===== config.mk =====
export PLATFORM = sky130hd
export DESIGN_NAME = vga_sync_gen
export DESIGN_NICKNAME = d
export VERILOG_FILES = /design/src/rtl/vga_sync_gen.sv
export SDC_FILE = /design/constraint.sdc
export NUM_CORES = 1
export LEC_CHECK = 0
export CAP_MARGIN = 25
export CORE_MARGIN = 1.5
export CORE_UTILIZATION = 51
export CTS_CLUSTER_DIAMETER = 80
export DETAILED_ROUTE_END_ITERATION = 10
export HOLD_SLACK_MARGIN = 0.12
export PLACE_DENSITY_LB_ADDON = 0.1
export SYNTH_ARGS = -nofsm -noshare
export SYNTH_HDL_FRONTEND = slang
export SYNTH_SLANG_ARGS = --single-unit

===== constraint.sdc =====
create_clock -name Clk -period 6.7 [get_ports Clk]
set_input_delay 0.67 -clock Clk [delete_from_list [all_inputs] [get_ports Clk]]
set_output_delay 0.67 -clock Clk [all_outputs]
set_load 0.05 [all_outputs]

===== src/rtl/vga_sync_gen.sv =====
// Vertical timing stage behind the horizontal pixel counter: line counter, shadowed mode
// registers and registered HSync/VSync, active-video flag, pixel coordinates and frame start.
module vga_sync_gen #(
  parameter int REZ_WIDTH     = 11,
  parameter int REZ_MAX_WIDTH = 12,
  parameter int DEF_H_ACTIVE  = 640,
  parameter int DEF_H_FRONT   = 16,
  parameter int DEF_H_SYNC    = 96,
  parameter int DEF_V_ACTIVE  = 480,
  parameter int DEF_V_FRONT   = 10,
  parameter int DEF_V_SYNC    = 2,
  parameter int DEF_V_TOTAL   = 525
) (
  input  logic                     Clk,
  input  logic                     Rst,
  input  logic [REZ_MAX_WIDTH-1:0] CounterP,
  input  logic                     Counter_sync,
  input  logic [REZ_WIDTH-1:0]     H_active,
  input  logic [REZ_MAX_WIDTH-1:0] H_front,
  input  logic [REZ_MAX_WIDTH-1:0] H_sync,
  input  logic [REZ_WIDTH-1:0]     V_active,
  input  logic [REZ_MAX_WIDTH-1:0] V_front,
  input  logic [REZ_MAX_WIDTH-1:0] V_sync,
  input  logic [REZ_MAX_WIDTH-1:0] V_total,
  input  logic                     H_pol,
  input  logic                     V_pol,
  output logic                     HSync,
  output logic                     VSync,
  output logic                     Video_on,
  output logic [REZ_WIDTH-1:0]     Pixel_x,
  output logic [REZ_WIDTH-1:0]     Pixel_y,
  output logic                     Frame_start
);

  localparam int PAD = REZ_MAX_WIDTH - REZ_WIDTH;

  logic [REZ_MAX_WIDTH-1:0] v_count_q, v_count_d;
  logic [REZ_WIDTH-1:0]     h_active_q, v_active_q;
  logic [REZ_MAX_WIDTH-1:0] h_front_q, h_sync_q, v_front_q, v_sync_q, v_total_q;
  logic                     h_pol_q, v_pol_q;

  logic                     hsync_q, hsync_d;
  logic                     vsync_q, vsync_d;
  logic                     video_q, video_d;
  logic [REZ_WIDTH-1:0]     pixel_x_q, pixel_x_d;
  logic [REZ_WIDTH-1:0]     pixel_y_q, pixel_y_d;
  logic                     frame_start_q, frame_start_d;

  logic [REZ_MAX_WIDTH-1:0] hs_start, hs_end, vs_start, vs_end;
  logic                     hs_pos, vs_pos, h_vis, v_vis, last_line;

  always_comb begin
    hs_start  = {{PAD{1'b0}}, h_active_q} + h_front_q;
    hs_end    = hs_start + h_sync_q;
    vs_start  = {{PAD{1'b0}}, v_active_q} + v_front_q;
    vs_end    = vs_start + v_sync_q;
    // Half-open windows: a zero-width sync can never satisfy both bounds.
    hs_pos    = (CounterP >= hs_start) && (CounterP < hs_end);
    vs_pos    = (v_count_q >= vs_start) && (v_count_q < vs_end);
    h_vis     = CounterP < {{PAD{1'b0}}, h_active_q};
    v_vis     = v_count_q < {{PAD{1'b0}}, v_active_q};
    last_line = v_count_q == (v_total_q - 1'b1);

    hsync_d       = hs_pos ? h_pol_q : ~h_pol_q;
    vsync_d       = vs_pos ? v_pol_q : ~v_pol_q;
    video_d       = h_vis && v_vis;
    pixel_x_d     = video_d ? CounterP[REZ_WIDTH-1:0] : '0;
    pixel_y_d     = video_d ? v_count_q[REZ_WIDTH-1:0] : '0;
    frame_start_d = (CounterP == '0) && (v_count_q == '0);

    v_count_d = v_count_q;
    if (Counter_sync) begin
      v_count_d = last_line ? '0 : v_count_q + 1'b1;
    end
  end

  // Mode registers only follow the inputs at the frame wrap so a frame is never torn.
  always_ff @(posedge Clk or negedge Rst) begin
    if (!Rst) begin
      h_active_q <= REZ_WIDTH'(DEF_H_ACTIVE);
      h_front_q  <= REZ_MAX_WIDTH'(DEF_H_FRONT);
      h_sync_q   <= REZ_MAX_WIDTH'(DEF_H_SYNC);
      v_active_q <= REZ_WIDTH'(DEF_V_ACTIVE);
      v_front_q  <= REZ_MAX_WIDTH'(DEF_V_FRONT);
      v_sync_q   <= REZ_MAX_WIDTH'(DEF_V_SYNC);
      v_total_q  <= REZ_MAX_WIDTH'(DEF_V_TOTAL);
      h_pol_q    <= 1'b0;
      v_pol_q    <= 1'b0;
    end else if (Counter_sync && last_line) begin
      h_active_q <= H_active;
      h_front_q  <= H_front;
      h_sync_q   <= H_sync;
      v_active_q <= V_active;
      v_front_q  <= V_front;
      v_sync_q   <= V_sync;
      v_total_q  <= V_total;
      h_pol_q    <= H_pol;
      v_pol_q    <= V_pol;
    end
  end

  always_ff @(posedge Clk or negedge Rst) begin
    if (!Rst) begin
      v_count_q     <= '0;
      hsync_q       <= 1'b1;
      vsync_q       <= 1'b1;
      video_q       <= 1'b0;
      pixel_x_q     <= '0;
      pixel_y_q     <= '0;
      frame_start_q <= 1'b0;
    end else begin
      v_count_q     <= v_count_d;
      hsync_q       <= hsync_d;
      vsync_q       <= vsync_d;
      video_q       <= video_d;
      pixel_x_q     <= pixel_x_d;
      pixel_y_q     <= pixel_y_d;
      frame_start_q <= frame_start_d;
    end
  end

  assign HSync       = hsync_q;
  assign VSync       = vsync_q;
  assign Video_on    = video_q;
  assign Pixel_x     = pixel_x_q;
  assign Pixel_y     = pixel_y_q;
  assign Frame_start = frame_start_q;

endmodule


==> qor.yml, run 1 <==
clocking:
  cts_buffers: 17
  ctsHoldBuffers: 0
  cts_tree: "yes"
  cts_num_sinks: 122
  clkTransAtPathRegs_ns: 0.06
  cts-resized-gates: 0
  clockBufferDepth: 2
  root_buffer: "clkbuf_16"
  h-tree-depth: 4
  insertion_delay_ns: 0.43
  cts_setup_buffers: 0
synthesis:
  ys.flop_type: "dfrtp_1"
  syn-cell-area_sq_um: 8470
  yosysUniqueCellTypes: 60
  synth_fp_nets: 1057
  yosysWarnings: 0
  synth_seq_cells: 122
  seq_area_frac_synth_pct: 36.3
  syn_inst: 837
  synth-async-reset-ratio_pct: 100
  synth-edff-count: 0
  synth_area_per_cell_sq_um: 10.1
drt:
  drt-pass1-iter-count: 5
  vias: 6770
  avgViaCountPerCell: 5.70
  routed_wl_um: 21500
  post-route-drc-count: 0
  drt_iter0_markers: 326
  ant_nets: 0
  avgRoutedWirePerCell_um: 18.1
layout:
  n_antenna_cell: 0
  fillers: 1251
  post-route-util_pct: 65.1
  nNetsFinal: 1178
  area_delta_synth_final_pct: 23.5
  multiInputGateArea_sq_um: 5010
  seq_area_sq_um: 3080
  drive_gt1_share_pct: 6.69
setup_path:
  worstPathArrival_ns: 5.66
  start_kind: "flop"
  worst_setup_path_end_kind: "flop"
  crit_type: "flop to flop"
  cp.required_ns: 7.05
  critPathMaxFanout: 3
grt:
  grt_pass1_vias: 7244
  grt_start_max_net_pins: 58
  grt_use_total_pct: 25.8
  antenna_found_initial: 0
  grt_pass1_wl_um: 35300
  overflow: 0
floorplan:
  initial_core_util_pct: 52.7
  die-area_sq_um: 17400
  coreArea_sq_um: 16100
  die_h_um: 132
  ios: 125
  rows: 46
  die_x_um: 132
timing:
  rsz0062_at_grt: "false"
  setup_viol: 0
  timing.final.crit_share_pct: 79.1
  slew_viol_final: 0
  layout_min_cycle_time_ns: 5.30
  finalSetupTns_ns: 0
  maxClockFrequency_mhz: 189
  hold_violations: 0
  clock_skew_ns: 0.00613
  worst_pin_slew_ns: 0.698
  slew_headroom_pct: 53.4
power:
  power_density_nw_per_um2: 314
  leakage_nw: 5.19
  ir_drop_mv: 0.269
worst_hold_path:
  min_path_type: "primary input to asynchronous set/reset pin"
run:
  cap_violations: 0
outcome:
  status: "completed"
placed_design:
  dp_hpwl_um: 16200
  io_buffers: 124
  routabilityCongestion: 0.826
==> final cells by class <==
class,instances,share of cell area (%)
flip-flops and latches,122,29.4
repair buffers,129,12.3
clock inverters,9,1.17
clock buffers,23,4.38
well taps,216,2.58
inverters,61,2.19
multi-input cells,627,47.9
==> where the power goes <==
part | switching, mW | internal (mW) | total [mW]
clock network | 0.328 | 0.590 | 0.918
logic | 0.803 | 0.664 | 1.47
registers | 0.101 | 0.801 | 0.901
==> cell families after synthesis <==
family	synth area share [%]
AOI/OAI and AO/OA	13.2
xor gates and xnor gates	6.52
adders and majority gates	18.2
buffers and inverters	4.64
DFF	36.3
muxes	7.98
and+or+nand+nor	13.1
==> layout by cell type (no fill, tap or decap), drive strengths merged, types with 24 or more instances in the layout <==
| master | n |
|---|---|
| mux2 | 60 |
| inv | 61 |
| a21oi | 43 |
| o21ai | 55 |
| nand2 | 27 |
| a21o | 24 |
| nand3 | 38 |
| clkdlybuf4s50 | 123 |
| and2 | 24 |
| nor2 | 34 |
| dfrtp | 104 |
| xnor2 | 40 |
| ha | 117 |
==> critical path, stage by stage, from the launching register on <==
cell and delay, ns:
dfrtp_1 0.40, ha_1 0.25, fa_1 0.42, a21o_1 0.17, a21oi_1 0.22, o21bai_1 0.11
a2111oi_0 0.59, nor2_1 0.13, xnor2_1 0.32, ha_1 0.33, a21o_1 0.21, a21oi_1 0.15
nor2_1 0.06, nor2_1 0.07, o21ai_0 0.10, xnor2_1 0.15, xnor2_1 0.13, ha_1 0.31
nand4_1 0.11, or4_1 0.51, a21oi_1 0.13, nor2_1 0.05, o311ai_0 0.12, xor2_1 0.18
==> cells in the mapped netlist, types with 5 or more instances <==
master / n / share of area, %
ha_1: 117 / 17
o211ai_1: 6 / 0.53
nor3_1: 15 / 0.89
dfrtp_1: 104 / 31
a211oi_1: 8 / 0.71
buf_6: 5 / 0.66
a21o_1: 24 / 2.1
clkbuf_1: 12 / 0.53
xnor2_1: 40 / 4.1
nor4_1: 8 / 0.59
o21ai_0: 55 / 3.3
dfstp_2: 18 / 5.6
buf_2: 8 / 0.47
mux2_1: 59 / 7.8
nor2_1: 34 / 1.5
nand2b_1: 17 / 1.3
a21boi_0: 6 / 0.53
nand4_1: 10 / 0.74
o21a_1: 5 / 0.44
nand2_1: 27 / 1.2
inv_1: 61 / 2.7
nor2b_1: 6 / 0.44
nand3_1: 38 / 2.2
a21oi_1: 43 / 2.5
nand3b_1: 5 / 0.44
and2_1: 24 / 1.8
xor2_1: 23 / 2.4
==> state kept, by name, summed over array words and instances (netlist names) <==
signal and flops:
v_active_q 11, v_count_q 12, VSync 1, Frame_start 1, v_pol_q 1, h_front_q 12
v_front_q 12, Pixel_y 11, v_sync_q 12, Video_on 1, HSync 1, h_pol_q 1
Pixel_x 11, v_total_q 12, h_sync_q 12, h_active_q 11
==> path summary, 6_finish.rpt <==
kind | endpoint | cells after the start | slack (ns) | startpoint
worst max register to register | VSync$_DFF_PN1_ | 23 | 1.40 | v_active_q[0]$_DFFE_PN0P_
max in group asynchronous | h_sync_q[6]$_DFFE_PN1P_ | 3 | 5.24 | Rst
min in group Clk | HSync$_DFF_PN1_ | 1 | 0.43 | h_pol_q$_DFFE_PN0P_
worst max-delay path | VSync$_DFF_PN1_ | 23 | 1.40 | v_active_q[0]$_DFFE_PN0P_
worst min register to register | HSync$_DFF_PN1_ | 1 | 0.43 | h_pol_q$_DFFE_PN0P_
worst min-delay path | v_total_q[10]$_DFFE_PN0P_ | 1 | 0.20 | Rst
==> per-stage QoR <==
stage          instances  setup WS [ns]  instance area [sq um]  hold WS (ns)  total power [mW]
2_1_floorplan        837           2.01                   8470         0.374              1.93
3_3_place_gp        1154           1.62                   9860         0.430              2.27
3_5_place_dp        1155           1.41                   9880         0.425              2.34
4_1_cts             1187           1.39                  10500         0.206              3.29
5_1_grt             1187          0.855                  10500         0.240              3.52
6_report            1187           1.40                  10500         0.201              3.29
==> routing by layer <==
| layer | track usage [%] | routed length (um) |
|---|---|---|
| met1 | 30.2 | 9200 |
| met2 | 46.3 | 10900 |
| met3 | 5.38 | 836 |
| met4 | 9.88 | 535 |
| met5 | 0 | 0 |
Power figures use the tool's default switching activity.
==> inputs of run 2 (changes only) <==
Settings changed: CORE_UTILIZATION 51 to 50.
Clock period 6.7 ns to 4.75 ns, I/O delays scaled along.
==> qor.yml, run 2 (synthesized netlist as in run 1, its figures left out) <==
timing:
  timing.hold.ws_ns: 0.159
  slew_headroom_pct: 40.0
  rsz0062_at_grt: "true"
  worst_pin_slew_ns: 0.900
  setup_ws_ns: -0.0229
  slew_viol_final: 0
  timing.final.crit_share_pct: 100
  finalSetupTns_ns: -0.0229
  maxClockFrequency_mhz: 210
  clock_skew_ns: 0.00850
  layout_min_cycle_time_ns: 4.77
  setup_viol: 1
  hold_violations: 0
drt:
  vias: 6781
  drt_iter0_markers: 333
  drt-pass1-iter-count: 5
  ant_nets: 0
  avgViaCountPerCell: 5.50
  avgRoutedWirePerCell_um: 17.0
  post-route-drc-count: 0
  routed_wl_um: 21000
layout:
  drive_gt1_share_pct: 13.3
  fillers: 1367
  final_common_cell: "clkdlybuf4s50_1"
  post-route-util_pct: 65.4
  final_cells: 1233
  nNetsFinal: 1220
  area_delta_synth_final_pct: 28.1
  n_antenna_cell: 0
  final_cell_mix: "123 x clkdlybuf4s50_1, 115 x ha_1, 104 x dfrtp_1"
  design_area_sq_um: 10900
setup_path:
  worstPathArrival_ns: 5.13
  worst_setup_path_end_kind: "flop"
  start_kind: "flop"
  cp.required_ns: 5.10
  critPathMaxFanout: 2
  crit_type: "flop to flop"
clocking:
  cts_tree: "yes"
  cts_buffers: 17
  cts_num_sinks: 122
  h-tree-depth: 4
  insertion_delay_ns: 0.43
  ctsHoldBuffers: 0
  root_buffer: "clkbuf_16"
  clkTransAtPathRegs_ns: 0.06
  clockBufferDepth: 2
floorplan:
  die_h_um: 133
  rows: 47
  die-area_sq_um: 17700
  ios: 125
  initial_core_util_pct: 51.1
  coreArea_sq_um: 16600
  die_x_um: 133
placed_design:
  io_buffers: 124
  dp_cells: 1176
  placed_area_sq_um: 10000
  dp_hpwl_um: 15300
  routabilityCongestion: 0.869
  dp_slack_ns: -0.248
grt:
  gr-max-usage-layer: "met2"
  grt_util_met1_pct: 31.6
  antenna_found_initial: 0
  overflow: 0
  grt_util_met3_pct: 4.41
  grt_pass1_vias: 6932
  use_met2_pct: 42.0
  grt_pass1_wl_um: 34200
  grt_use_total_pct: 24.8
  grt_start_max_net_pins: 79
outcome:
  status: "complete, but fails checks"
  violations: "negative setup slack"
worst_hold_path:
  min_path_type: "primary input to asynchronous set/reset pin"
power:
  power_density_nw_per_um2: 444
  leakage_nw: 5.37
  ir_drop_mv: 0.274
  power_mw: 4.81
run:
  cap_violations: 0
## run 2: cell count changes in the layout (fill, tap and decap cells not counted), moves of 3 or more
| cell | change |
|---|---|
| clkinv_4 | +4 |
| clkinvlp_4 | +5 |
| clkbuf_1 | -5 |
| buf_4 | +42 |
| o21ai_0 | -3 |
| a21oi_2 | +8 |
| a21oi_1 | -8 |
## run 2: power breakdown
group          total (mW)  internal (mW)  switching (mW)
registers            1.24           1.13           0.113
logic                2.35           1.14            1.21
clock network        1.22          0.715           0.503
## run 2: final timing paths
kind	from	end	slack, ns	cells after the start
max	v_front_q[0]$_DFFE_PN0P_	VSync$_DFF_PN1_	-0.02	24
max in group asynchronous	Rst	v_count_q[11]$_DFFE_PN0P_	3.90	2
max reg2reg	v_front_q[0]$_DFFE_PN0P_	VSync$_DFF_PN1_	-0.02	24
min	Rst	Video_on$_DFF_PN0_	0.16	2
min reg2reg	v_pol_q$_DFFE_PN0P_	VSync$_DFF_PN1_	0.45	1
min in group Clk	v_pol_q$_DFFE_PN0P_	VSync$_DFF_PN1_	0.45	1
## run 2: layout make-up
class / instances / area [sq um] / share of cell area (%)
inverter: 61 / 229 / 2.11
tap: 220 / 275 / 2.54
sequential: 122 / 3080 / 28.3
timing repair buffer: 171 / 1610 / 14.9
clock inverter: 15 / 130 / 1.20
multi-input combinational: 627 / 5100 / 47.0
clock buffer: 17 / 425 / 3.92
## run 2: layer usage
layer	up-vias	routed length [um]
met4	0	506
met5	-	0
met3	42	774
li1	3319	-
met2	154	10300
met1	3266	9400
## run 2: worst max-delay path, cell delays in order (launching register included)
cell,delay [ns]
dfrtp_1,0.38
ha_2,0.20
fa_2,0.35
a21o_1,0.20
a21oi_2,0.16
o21bai_1,0.11
a2111oi_2,0.37
buf_4,0.19
nor2_2,0.05
xnor2_2,0.15
ha_1,0.33
a21o_1,0.19
a21oi_2,0.12
nor2_1,0.05
nor2_1,0.13
o21ai_2,0.07
xnor2_1,0.21
xnor2_1,0.11
ha_1,0.30
nand4_1,0.09
or4_4,0.48
a21oi_2,0.14
nor2_1,0.08
o311ai_2,0.07
xor2_1,0.17
## run 2: timing repair
item                       4_1_cts  5_1_grt
gates resized for setup          9       19
buffers inserted                15        9
cloned                           0        0
pin swaps                       18       35
setup endpoints to repair        2        2
==> inputs of run 3 (changes only) <==
Settings changed: CORE_UTILIZATION 50 to 51.
Clock period 4.75 ns to 6.15 ns, I/O delays scaled along.
==> qor.yml, run 3 (synthesized netlist as in run 1, its figures left out) <==
setup_path:
  startpoint: "v_active_q[0]$_DFFE_PN0P_"
  timing.rr.end: "VSync$_DFF_PN1_"
  path_depth: 23
  worstPathArrival_ns: 5.71
  critPathMaxFanout: 3
  crit_top_cell: "nor2_1"
  path_buf_inv: 0
  worst_setup_path_end_kind: "flop"
  crit_end: "VSync$_DFF_PN1_"
  rrSetupSlack_ns: 0.78
  r2r_start: "v_active_q[0]$_DFFE_PN0P_"
  start_kind: "flop"
  crit_type: "flop to flop"
  critPathMaxStageDelay_ns: 0.61
  crit_path_cell_trace: "ha_1 > fa_1 > a21o_1 > a21oi_1 > o21bai_1 > a2111oi_0 > nor2_1 > xnor2_1 > ha_1 > a21o_1 > a21oi_1 > nor2_1 > nor2_1 > o21ai_0 > xnor2_1 > xnor2_1 > ha_1 > nand4_1 > or4_1 > a21oi_1 > nor2_1 > o311ai_0 > xor2_1"
  cp.required_ns: 6.49
  cpLargestDelayFamily: "compound AO/OA/AOI/OAI gates"
  slowest_stage: "a2111oi_0"
  r2r_cells: 23
floorplan:
  coreArea_sq_um: 16100
  die-area_sq_um: 17400
  rows: 46
  ios: 125
  die_h_um: 132
  initial_core_util_pct: 52.7
  die_x_um: 132
power:
  leakage_nw: 5.20
  intPower_mw: 2.25
  power_density_nw_per_um2: 342
  p_clk_share_pct: 28.2
  seqPwrFrac_pct: 27.4
  pwr-share-comb_pct: 44.4
  swShare_pct: 37.3
  ir_drop_mv: 0.231
  p_switching_mw: 1.34
grt:
  grt_util_met3_pct: 5.19
  grt_use_total_pct: 26.1
  use_met2_pct: 46.4
  grt_start_max_net_pins: 80
  grt_pass1_wl_um: 35900
  overflow: 0
  gr-max-usage-layer: "met2"
  antenna_found_initial: 0
  grt_util_met1_pct: 31.1
  grt_pass1_vias: 7275
clocking:
  cts_buffers: 17
  ctsHoldBuffers: 0
  cts_tree: "yes"
  clkTransAtPathRegs_ns: 0.05
  cts_setup_buffers: 0
  cts_num_sinks: 122
  h-tree-depth: 4
  clockBufferDepth: 2
  cts-resized-gates: 0
  root_buffer: "clkbuf_16"
  insertion_delay_ns: 0.42
timing:
  slew_viol_final: 0
  slew_headroom_pct: 46.4
  rsz0062_at_grt: "false"
  hold_violations: 0
  timing.final.crit_share_pct: 87.3
  maxClockFrequency_mhz: 186
  clock_skew_ns: 0.0109
  setup_viol: 0
  worst_pin_slew_ns: 0.804
  finalSetupTns_ns: 0
  layout_min_cycle_time_ns: 5.37
layout:
  fillers: 1249
  n_antenna_cell: 0
  final_cell_mix: "123 x clkdlybuf4s50_1, 117 x ha_1, 104 x dfrtp_1"
  final_common_cell: "clkdlybuf4s50_1"
  area_delta_synth_final_pct: 23.6
  nNetsFinal: 1178
  final_cells: 1187
  drive_gt1_share_pct: 6.80
drt:
  drt_iter0_markers: 333
  drt-pass1-iter-count: 4
  routed_wl_um: 21800
  avgViaCountPerCell: 5.74
  vias: 6816
  post-route-drc-count: 0
  avgRoutedWirePerCell_um: 18.3
  ant_nets: 0
placed_design:
  io_buffers: 124
  dp_cells: 1154
  dp_hpwl_um: 16100
  routabilityCongestion: 0.826
worst_hold_path:
  min_path_type: "primary input to asynchronous set/reset pin"
outcome:
  status: "completed"
run:
  cap_violations: 0
run 3: cell types whose count changed in the layout (fill, tap and decap cells not counted), sizes merged:
cell / before / now
buf: 48 / 6
clkbuf: 17 / 23
clkinvlp: 6 / 0
bufinv: 1 / 3
clkinv: 8 / 6
run 3: worst min path at each step:
stage | cells past startpoint | slack [ns] | endpoint
CTS | 1 | 0.40 | v_total_q[10]$_DFFE_PN0P_
floorplan | 0 | 0.32 | Frame_start$_DFF_PN0_
global placement | 1 | 0.43 | HSync$_DFF_PN1_
global route | 1 | 0.15 | v_total_q[7]$_DFFE_PN0P_
finish | 1 | 0.13 | v_total_q[7]$_DFFE_PN0P_
detailed placement | 1 | 0.45 | HSync$_DFF_PN1_
run 3: layer usage:
layer | routed length [um] | up-vias
met5 | 0 | -
met2 | 11100 | 174
met3 | 822 | 44
li1 | - | 3243
met4 | 616 | 0
met1 | 9250 | 3355
run 3: power by group through the flow:
stage	logic (mW)	clock network, mW	registers [mW]
global placement	1.48	0	0.989
floorplan	1.11	0	0.987
CTS	1.58	1.02	0.979
finish	1.59	1.01	0.982
detailed placement	1.56	0	0.992
global route	1.77	1.07	0.992
run 3: area by class of cell:
class	count	area [sq um]	area share, %
Inverter	61	229	2.19
Tap cell	216	270	2.58
Timing Repair Buffer	129	1300	12.4
Clock inverter	9	120	1.15
Clock buffer	23	468	4.47
Multi-Input combinational cell	627	5010	47.9
Sequential cell	122	3080	29.4
run 3: stage by stage:
step	utilization, %	hold slack, ns	instance area, sq um	power, mW	setup WS, ns
6_report	65.2	0.127	10500	3.58	0.781
3_5_place_dp	61.4	0.445	9860	2.55	0.853
5_1_grt	65.2	0.153	10500	3.83	0.413
4_1_cts	65.0	0.403	10400	3.58	0.788
2_1_floorplan	-	0.319	8470	2.10	1.46
3_3_place_gp	61.4	0.430	9860	2.47	1.07
